## src/rtl/cache_types.sv

```systemverilog
// Shared types and sizing constants for the cacheline adaptor.
package cache_types;

  localparam int CLA_BEATS   = 4;
  localparam int CLA_S_BURST = 64;
  localparam int CLA_S_LINE  = 256;

  typedef enum logic [1:0] {
    IDLE = 2'd0,
    RD   = 2'd1,
    WR   = 2'd2,
    DONE = 2'd3
  } cla_state_t;

endpackage

```

## src/rtl/cacheline_adaptor_if.sv

```systemverilog
// Cache-side line port and memory-side burst port of the cacheline adaptor.
// The slave modport is the adaptor's view; master is the environment's view.
interface cacheline_adaptor_if;
  import cache_types::*;

  // cache side
  logic [CLA_S_LINE-1:0]  line_i;
  logic [CLA_S_LINE-1:0]  line_o;
  logic [31:0]            address_i;
  logic                   read_i;
  logic                   write_i;
  logic                   resp_o;
  // memory side
  logic [CLA_S_BURST-1:0] burst_i;
  logic [CLA_S_BURST-1:0] burst_o;
  logic [31:0]            address_o;
  logic                   read_o;
  logic                   write_o;
  logic                   resp_i;

  modport slave (
    input  line_i, address_i, read_i, write_i, burst_i, resp_i,
    output line_o, resp_o, burst_o, address_o, read_o, write_o
  );

  modport master (
    output line_i, address_i, read_i, write_i, burst_i, resp_i,
    input  line_o, resp_o, burst_o, address_o, read_o, write_o
  );

endinterface

```

## src/rtl/cacheline_adaptor.sv

```systemverilog
// Cacheline adaptor: turns one 256-bit line read/write into a 4-beat 64-bit
// burst on the memory port and returns a one-cycle completion to the cache.
// Optional: define CLA_PROTOCOL_CHECK_EN to add the sticky err_o output.
module cacheline_adaptor
  import cache_types::*;
#(
  parameter int BEATS   = CLA_BEATS,
  parameter int S_BURST = CLA_S_BURST,
  parameter int S_LINE  = CLA_S_LINE
) (
  input  logic                clk,
  input  logic                rst,
  cacheline_adaptor_if.slave  bus
`ifdef CLA_PROTOCOL_CHECK_EN
  ,
  output logic                err_o
`endif
);

  localparam int BW = $clog2(BEATS);
  // Byte offset of a line; burst addresses are line aligned.
  localparam logic [31:0] LINE_MASK = ~32'(S_LINE / 8 - 1);

  cla_state_t         state_reg, state_next;
  logic [BW-1:0]      beat_reg, beat_next;
  logic [31:0]        addr_reg;
  logic [S_BURST-1:0] wr_line_reg [BEATS];
  logic [S_BURST-1:0] fill_reg    [BEATS];

  // State register, beat counter, latched request and fill beats.
  always_ff @(posedge clk) begin
    if (!rst) begin
      state_reg <= IDLE;
      beat_reg  <= '0;
      addr_reg  <= '0;
      for (int i = 0; i < BEATS; i++) begin
        wr_line_reg[i] <= '0;
        fill_reg[i]    <= '0;
      end
    end else begin
      state_reg <= state_next;
      beat_reg  <= beat_next;
      if (state_reg == IDLE && (bus.write_i || bus.read_i)) begin
        addr_reg <= bus.address_i & LINE_MASK;
      end
      if (state_reg == IDLE && bus.write_i) begin
        for (int i = 0; i < BEATS; i++) begin
          wr_line_reg[i] <= bus.line_i[i*S_BURST +: S_BURST];
        end
      end
      if (state_reg == RD && bus.resp_i) begin
        for (int i = 0; i < BEATS; i++) begin
          if (beat_reg == BW'(i)) begin
            fill_reg[i] <= bus.burst_i;
          end
        end
      end
    end
  end

  // Next state and beat count; a beat only advances on resp_i.
  always_comb begin
    state_next = state_reg;
    beat_next  = beat_reg;
    case (state_reg)
      IDLE: begin
        if (bus.write_i) begin
          state_next = WR;
        end else if (bus.read_i) begin
          state_next = RD;
        end
      end
      RD, WR: begin
        if (bus.resp_i) begin
          beat_next = beat_reg + 1'b1;
          if (beat_reg == BW'(BEATS - 1)) begin
            state_next = DONE;
          end
        end
      end
      DONE: begin
        state_next = IDLE;
        beat_next  = '0;
      end
      default: begin
        state_next = IDLE;
        beat_next  = '0;
      end
    endcase
  end

  // Output decode; burst_o shows the current write beat only while writing.
  always_comb begin
    bus.read_o    = (state_reg == RD);
    bus.write_o   = (state_reg == WR);
    bus.resp_o    = (state_reg == DONE);
    bus.address_o = addr_reg;
    bus.burst_o   = '0;
    if (state_reg == WR) begin
      bus.burst_o = wr_line_reg[beat_reg];
    end
    bus.line_o = '0;
    for (int i = 0; i < BEATS; i++) begin
      bus.line_o[i*S_BURST +: S_BURST] = fill_reg[i];
    end
  end

`ifdef CLA_PROTOCOL_CHECK_EN
  logic err_reg;

  // Sticky protocol violation flag, cleared only by reset.
  always_ff @(posedge clk) begin
    if (!rst) begin
      err_reg <= 1'b0;
    end else if (((state_reg == IDLE || state_reg == DONE) && bus.resp_i) ||
                 (state_reg == IDLE && bus.read_i && bus.write_i) ||
                 (state_reg == RD && !bus.read_i) ||
                 (state_reg == WR && !bus.write_i)) begin
      err_reg <= 1'b1;
    end
  end

  assign err_o = err_reg;
`endif

endmodule

```

## src/flat_wrapper.sv

```systemverilog
// flat-port wrapper written by rule: the top's interface ports become plain ports
module cacheline_adaptor_flat import cache_types::*;
#(
  parameter int BEATS   = CLA_BEATS,
  parameter int S_BURST = CLA_S_BURST,
  parameter int S_LINE  = CLA_S_LINE
)
  (clk, rst, bus_line_i, bus_address_i, bus_read_i, bus_write_i, bus_burst_i, bus_resp_i, bus_line_o, bus_resp_o, bus_burst_o, bus_address_o, bus_read_o, bus_write_o);
  cacheline_adaptor_if bus_i ();
  input  logic clk;
  input  logic rst;
  input wire logic [$bits(bus_i.line_i)-1:0] bus_line_i;
  input wire logic [$bits(bus_i.address_i)-1:0] bus_address_i;
  input wire logic [$bits(bus_i.read_i)-1:0] bus_read_i;
  input wire logic [$bits(bus_i.write_i)-1:0] bus_write_i;
  input wire logic [$bits(bus_i.burst_i)-1:0] bus_burst_i;
  input wire logic [$bits(bus_i.resp_i)-1:0] bus_resp_i;
  output wire logic [$bits(bus_i.line_o)-1:0] bus_line_o;
  output wire logic [$bits(bus_i.resp_o)-1:0] bus_resp_o;
  output wire logic [$bits(bus_i.burst_o)-1:0] bus_burst_o;
  output wire logic [$bits(bus_i.address_o)-1:0] bus_address_o;
  output wire logic [$bits(bus_i.read_o)-1:0] bus_read_o;
  output wire logic [$bits(bus_i.write_o)-1:0] bus_write_o;
  assign bus_i.line_i = bus_line_i;
  assign bus_i.address_i = bus_address_i;
  assign bus_i.read_i = bus_read_i;
  assign bus_i.write_i = bus_write_i;
  assign bus_i.burst_i = bus_burst_i;
  assign bus_i.resp_i = bus_resp_i;
  assign bus_line_o = bus_i.line_o;
  assign bus_resp_o = bus_i.resp_o;
  assign bus_burst_o = bus_i.burst_o;
  assign bus_address_o = bus_i.address_o;
  assign bus_read_o = bus_i.read_o;
  assign bus_write_o = bus_i.write_o;
  cacheline_adaptor #(.BEATS(BEATS), .S_BURST(S_BURST), .S_LINE(S_LINE)) u_core (.clk(clk), .rst(rst), .bus(bus_i));
endmodule
```

## config.mk

```make
export PLATFORM = sky130hd
export DESIGN_NAME = cacheline_adaptor_flat
export DESIGN_NICKNAME = d
export VERILOG_FILES = /design/src/rtl/cache_types.sv /design/src/rtl/cacheline_adaptor_if.sv /design/src/rtl/cacheline_adaptor.sv /design/src/flat_wrapper.sv
export SDC_FILE = /design/constraint.sdc
export NUM_CORES = 1
export LEC_CHECK = 0
export ABC_AREA = 1
export ABC_CLOCK_PERIOD_IN_PS = 26900
export CORE_AREA = 2 2 281 283
export DETAILED_ROUTE_END_ITERATION = 7
export DIE_AREA = 0 0 283 285
export GPL_ROUTABILITY_DRIVEN = 0
export HOLD_SLACK_MARGIN = 0.05
export PLACE_DENSITY = 0.59
export SYNTH_ARGS = -nofsm -noshare
export SYNTH_HDL_FRONTEND = slang
export SYNTH_SLANG_ARGS = --single-unit
```

## constraint.sdc

```tcl
create_clock -name clk -period 26.9 [get_ports clk]
set_input_delay 2.69 -clock clk [delete_from_list [all_inputs] [get_ports clk]]
set_output_delay 2.69 -clock clk [all_outputs]
set_load 0.005 [all_outputs]
```

After elaboration in Yosys (flattened, before gate mapping)
Memory sizes are Yosys's and may differ from the RTL's. A register that Yosys moved wholly into a read port is not among the register bits.
Cells that the tools add are included.
W data, S select, Z words.

word-level totals
  RAM bits = 512
  register bits = 31
  output and inout port bits = 355
  word-level logic and storage cells = 71
  memories = 2
  bits of input ports = 357

operators by class
  multiplexer cells = 38
  add/sub/neg operators = 1
  eq/ne operators = 9
  reduce and logical (&&, ||, !) cells = 10
  bitwise logic cells = 8

memory list
  name                words  bits a word  read ports  clocked after memory_dff  wr ports  line                     source
  u_core.fill_reg     4      64           4           0                         4         cacheline_adaptor.sv:28  logic [S_BURST-1:0] fill_reg [BEATS];
  u_core.wr_line_reg  4      64           1           1                         4         cacheline_adaptor.sv:27  logic [S_BURST-1:0] wr_line_reg [BEATS];

operators by type and width
  kind                   number
  $mux W64               9
  $mux W1                20
  $mux W2                7
  $eq A2 B2 Y1 const B   4
  $or A1 B1 Y1           8
  $pmux W2 S3            1
  $eq A2 B1 Y1 const B   2
  $logic_not A2 Y1       2
  $pmux W2 S2            1
  $logic_and A1 B1 Y1    3
  $ne A3 B3 Y1 const B   1
  $reduce_and A3 Y1      1
  $add A2 B1 Y2 const B  1
  $ne A2 B1 Y1 const B   1
  $ne A2 B2 Y1 const B   1
  $reduce_and A2 Y1      1
  $reduce_bool A2 Y1     1
  $reduce_or A2 Y1       1
  $logic_or A1 B1 Y1     1

Longest topological paths before layout
  depth in word-level cells = 6
  depth in mapped cells = 9
  depth with buffers taken out = 9

Worst setup path after synthesis
OpenSTA, ideal clock, no wires.

  kind = input -> register
  start = input port bus_write_i
  end = memory u_core.wr_line_reg[0][0] (netlist name) (enable)
  setup slack = 5132 ps
  buffers on the path = 0
  stages = 2
  arrival time = 20541 ps
  data required time = 25673 ps
  setup time = 1227 ps
  cells stage by stage = inv_2 > o21ai_0

RTL lines
  what             line                     source
  start, declared  flat_wrapper.sv:15       input wire logic [$bits(bus_i.write_i)-1:0] bus_write_i;
  end, declared    cacheline_adaptor.sv:27

==> results.py <==
metrics = {
    "outcome": {
        "status": "finished, final reports clean",
    },
    "grt": {
        "grt_max_degree": 172,
        "antenna_found_initial": 19,
        "grt_pass1_wl_um": 101000,
        "grt_usage": 0.165,
        "grt_overflow": 0,
        "first_global_vias": 16000,
    },
    "detailed_routing": {
        "drtIter0Drc": 1197,
        "first_pass_iters": 4,
        "routed_wirelength_um": 68900,
        "routed_wire_length_per_instance_um": 17.9,
        "antenna_left": 0,
        "vias": 16200,
        "viasPerCell": 4.21,
        "drc_errors": 0,
    },
    "worst_setup_path": {
        "slowest_delay_ps": 830,
        "cp_data_required_time_ps": 24210,
        "critPathLaunchType": "flop",
        "critPathMaxFanout": 63,
        "path_buf_inv": 4,
        "worstPathArrival_ps": 4330,
        "crit_slowest_cell": "dfxtp_4",
        "path_cells": "clkinv_2, buf_4, buf_4, o21ai_0, a21oi_1, clkdlybuf4s50_1",
        "cp_top_family": "buffers and inverters",
        "critPathMostFrequentCell": "buf_4",
        "end_kind": "output port",
        "crit_type": "flop to output port",
    },
    "worst_hold_path": {
        "hp-class": "flop to flop",
    },
    "finish": {
        "areaGrowthSynthToFinish_pct": 43.2,
        "drive_gt1_frac": 0.0389,
        "final_cell_count_no_fill": 3856,
        "fill_cells": 7477,
        "multi_input_area_um2": 4610,
        "regArea_um2": 16000,
        "design_area_um2": 32200,
        "fin_nets": 3128,
        "final_core_util": 0.413,
    },
    "yosys": {
        "ys_ff_latch": 545,
        "synth-edff-count": 512,
        "synth_area_um2": 22500,
        "synthTopCellsByCount": "nor2_1 (834), edfxtp_1 (512), inv_1 (332), o21ai_0 (139), a21oi_1 (66)",
        "synth_most_common_cell": "nor2_1",
        "ys.flop_type": "edfxtp_1",
        "yosysWarningCount": 0,
        "synth_cell_types": 21,
        "syn_inst": 2094,
        "synthTopCellsByArea": "edfxtp_1 (68%), nor2_1 (14%), inv_1 (5.5%)",
        "yosys.area.top_type": "edfxtp_1",
        "seq_area_frac_synth": 0.713,
        "async_flop_share": 0,
        "synth_area_per_cell_um2": 10.7,
        "synth_top_area_frac": 0.684,
    },
    "die": {
        "die_w_um": 283,
        "core_um2": 78000,
        "std_cell_rows": 103,
        "ioPinCount": 712,
        "die-area_um2": 80700,
        "start_util": 0.288,
        "die_h_um": 285,
    },
    "pwr": {
        "internal-power_mw": 1.83,
        "seqPwrFrac": 0.435,
        "power.leakage_nw": 13.2,
        "power_frac_comb": 0.270,
        "power.switching_mw": 0.807,
        "power_density_nw_per_um2": 81.8,
        "clockPowerShare": 0.295,
        "peakVddDrop_mv": 0.0516,
        "power_mw": 2.64,
        "swShare": 0.306,
    },
    "cts": {
        "cts_max_level": 2,
        "clk_latency_ps": 600,
        "clkTransAtPathRegs_ps": 60,
        "cts_setup_buffers": 0,
        "numCtsBuffers": 59,
        "cts_tree": "built",
        "cts_num_sinks": 545,
        "clock_path_buffers": 3,
        "ctsHoldBuffers": 0,
        "cts.repair.resized": 0,
        "cts_root_buf": "clkbuf_16",
    },
    "placement": {
        "dpl_cell_area_um2": 30400,
        "dpl.cell_count": 3751,
        "hpwl_um": 47100,
        "portBuffers": 701,
        "dp_slack_ps": 20500,
    },
    "sta": {
        "rsz0062_at_grt": "false",
        "slew_viol_final": 0,
        "fin_ws_ps": 19880,
        "tns_ps": 0,
        "max_freq_mhz": 142,
        "timing.hold.ws_ps": 476,
        "period_needed_ps": 7020,
        "hold_violations": 0,
        "final.setup_skew_ps": 14.3,
        "finalSetupViolCount": 0,
        "finalCritPeriodShare": 0.261,
        "slew_headroom": 0.0857,
        "tightest_slew_ps": 1370,
    },
    "job": {
        "max-cap-violations": 0,
    },
}
## final timing paths
path | start | end | slack [ps] | cells past startpoint
worst max-delay path | flop | bus_burst_o[44] | 19880 | 6
worst min-delay path | u_core.bus.address_o[23] | u_core.bus.address_o[23] | 480 | 2
worst max register to register | u_core.state_reg[0] | u_core.wr_line_reg[2][44] | 23240 | 6
worst min register to register | u_core.bus.address_o[23] | u_core.bus.address_o[23] | 480 | 2
## logic make-up (layout without fill, tap and decap cells)
kind of cell | after synthesis | count (layout) | synth area share
compound gates | 223 | 223 | 0.0497
buf+inv | 451 | 1155 | 0.0851
simple gates | 865 | 865 | 0.147
other cells | 1 | 9 | 0.000167
flops | 545 | 545 | 0.713
fa+ha+maj | 9 | 9 | 0.00501
## cell type report
class	instances	share of cell area
flip-flops and latches	545	0.498
repair buffers	716	0.222
multi-input cells	1102	0.143
clock buffers	72	0.0483
well taps	1050	0.0408
inverters	338	0.0395
clock inverters	29	0.00804
diodes	4	0.000311
## metal layers
metal  vias to the layer above  routed length [um]  track usage
met1                      7478               26400        0.189
met5                         -                 153            0
li1                       7981                   -            -
met3                       114                6670       0.0621
met4                        24                1920       0.0497
met2                       637               33800        0.286
## power by group through the flow
stage	clock (mW)	sequential, mW	combinational, mW
final	0.778	1.15	0.711
after detailed placement	0	1.16	0.726
after global placement	0	1.16	0.722
after CTS	0.799	1.15	0.729
after floorplan	0	1.21	0.395
after global routing	0.826	1.16	0.794
## cell usage in the layout (no fill, tap or decap), types with 10 or more instances in the layout
master           instances
clkdlybuf4s50_1        700
o21ai_1                 17
clkinv_1                17
nor2_1                 834
clkbuf_1                10
nand2_1                 18
a21oi_1                 66
o21ai_0                138
dfxtp_1                 31
inv_1                  332
edfxtp_1               512
clkbuf_16               59
buf_4                   14
## worst min-delay path, stage by stage, from the launching register on
cell and delay [ps]:
dfxtp_1 320, nor2_1 50, nor2_1 80
Power figures use the tool's default switching activity.
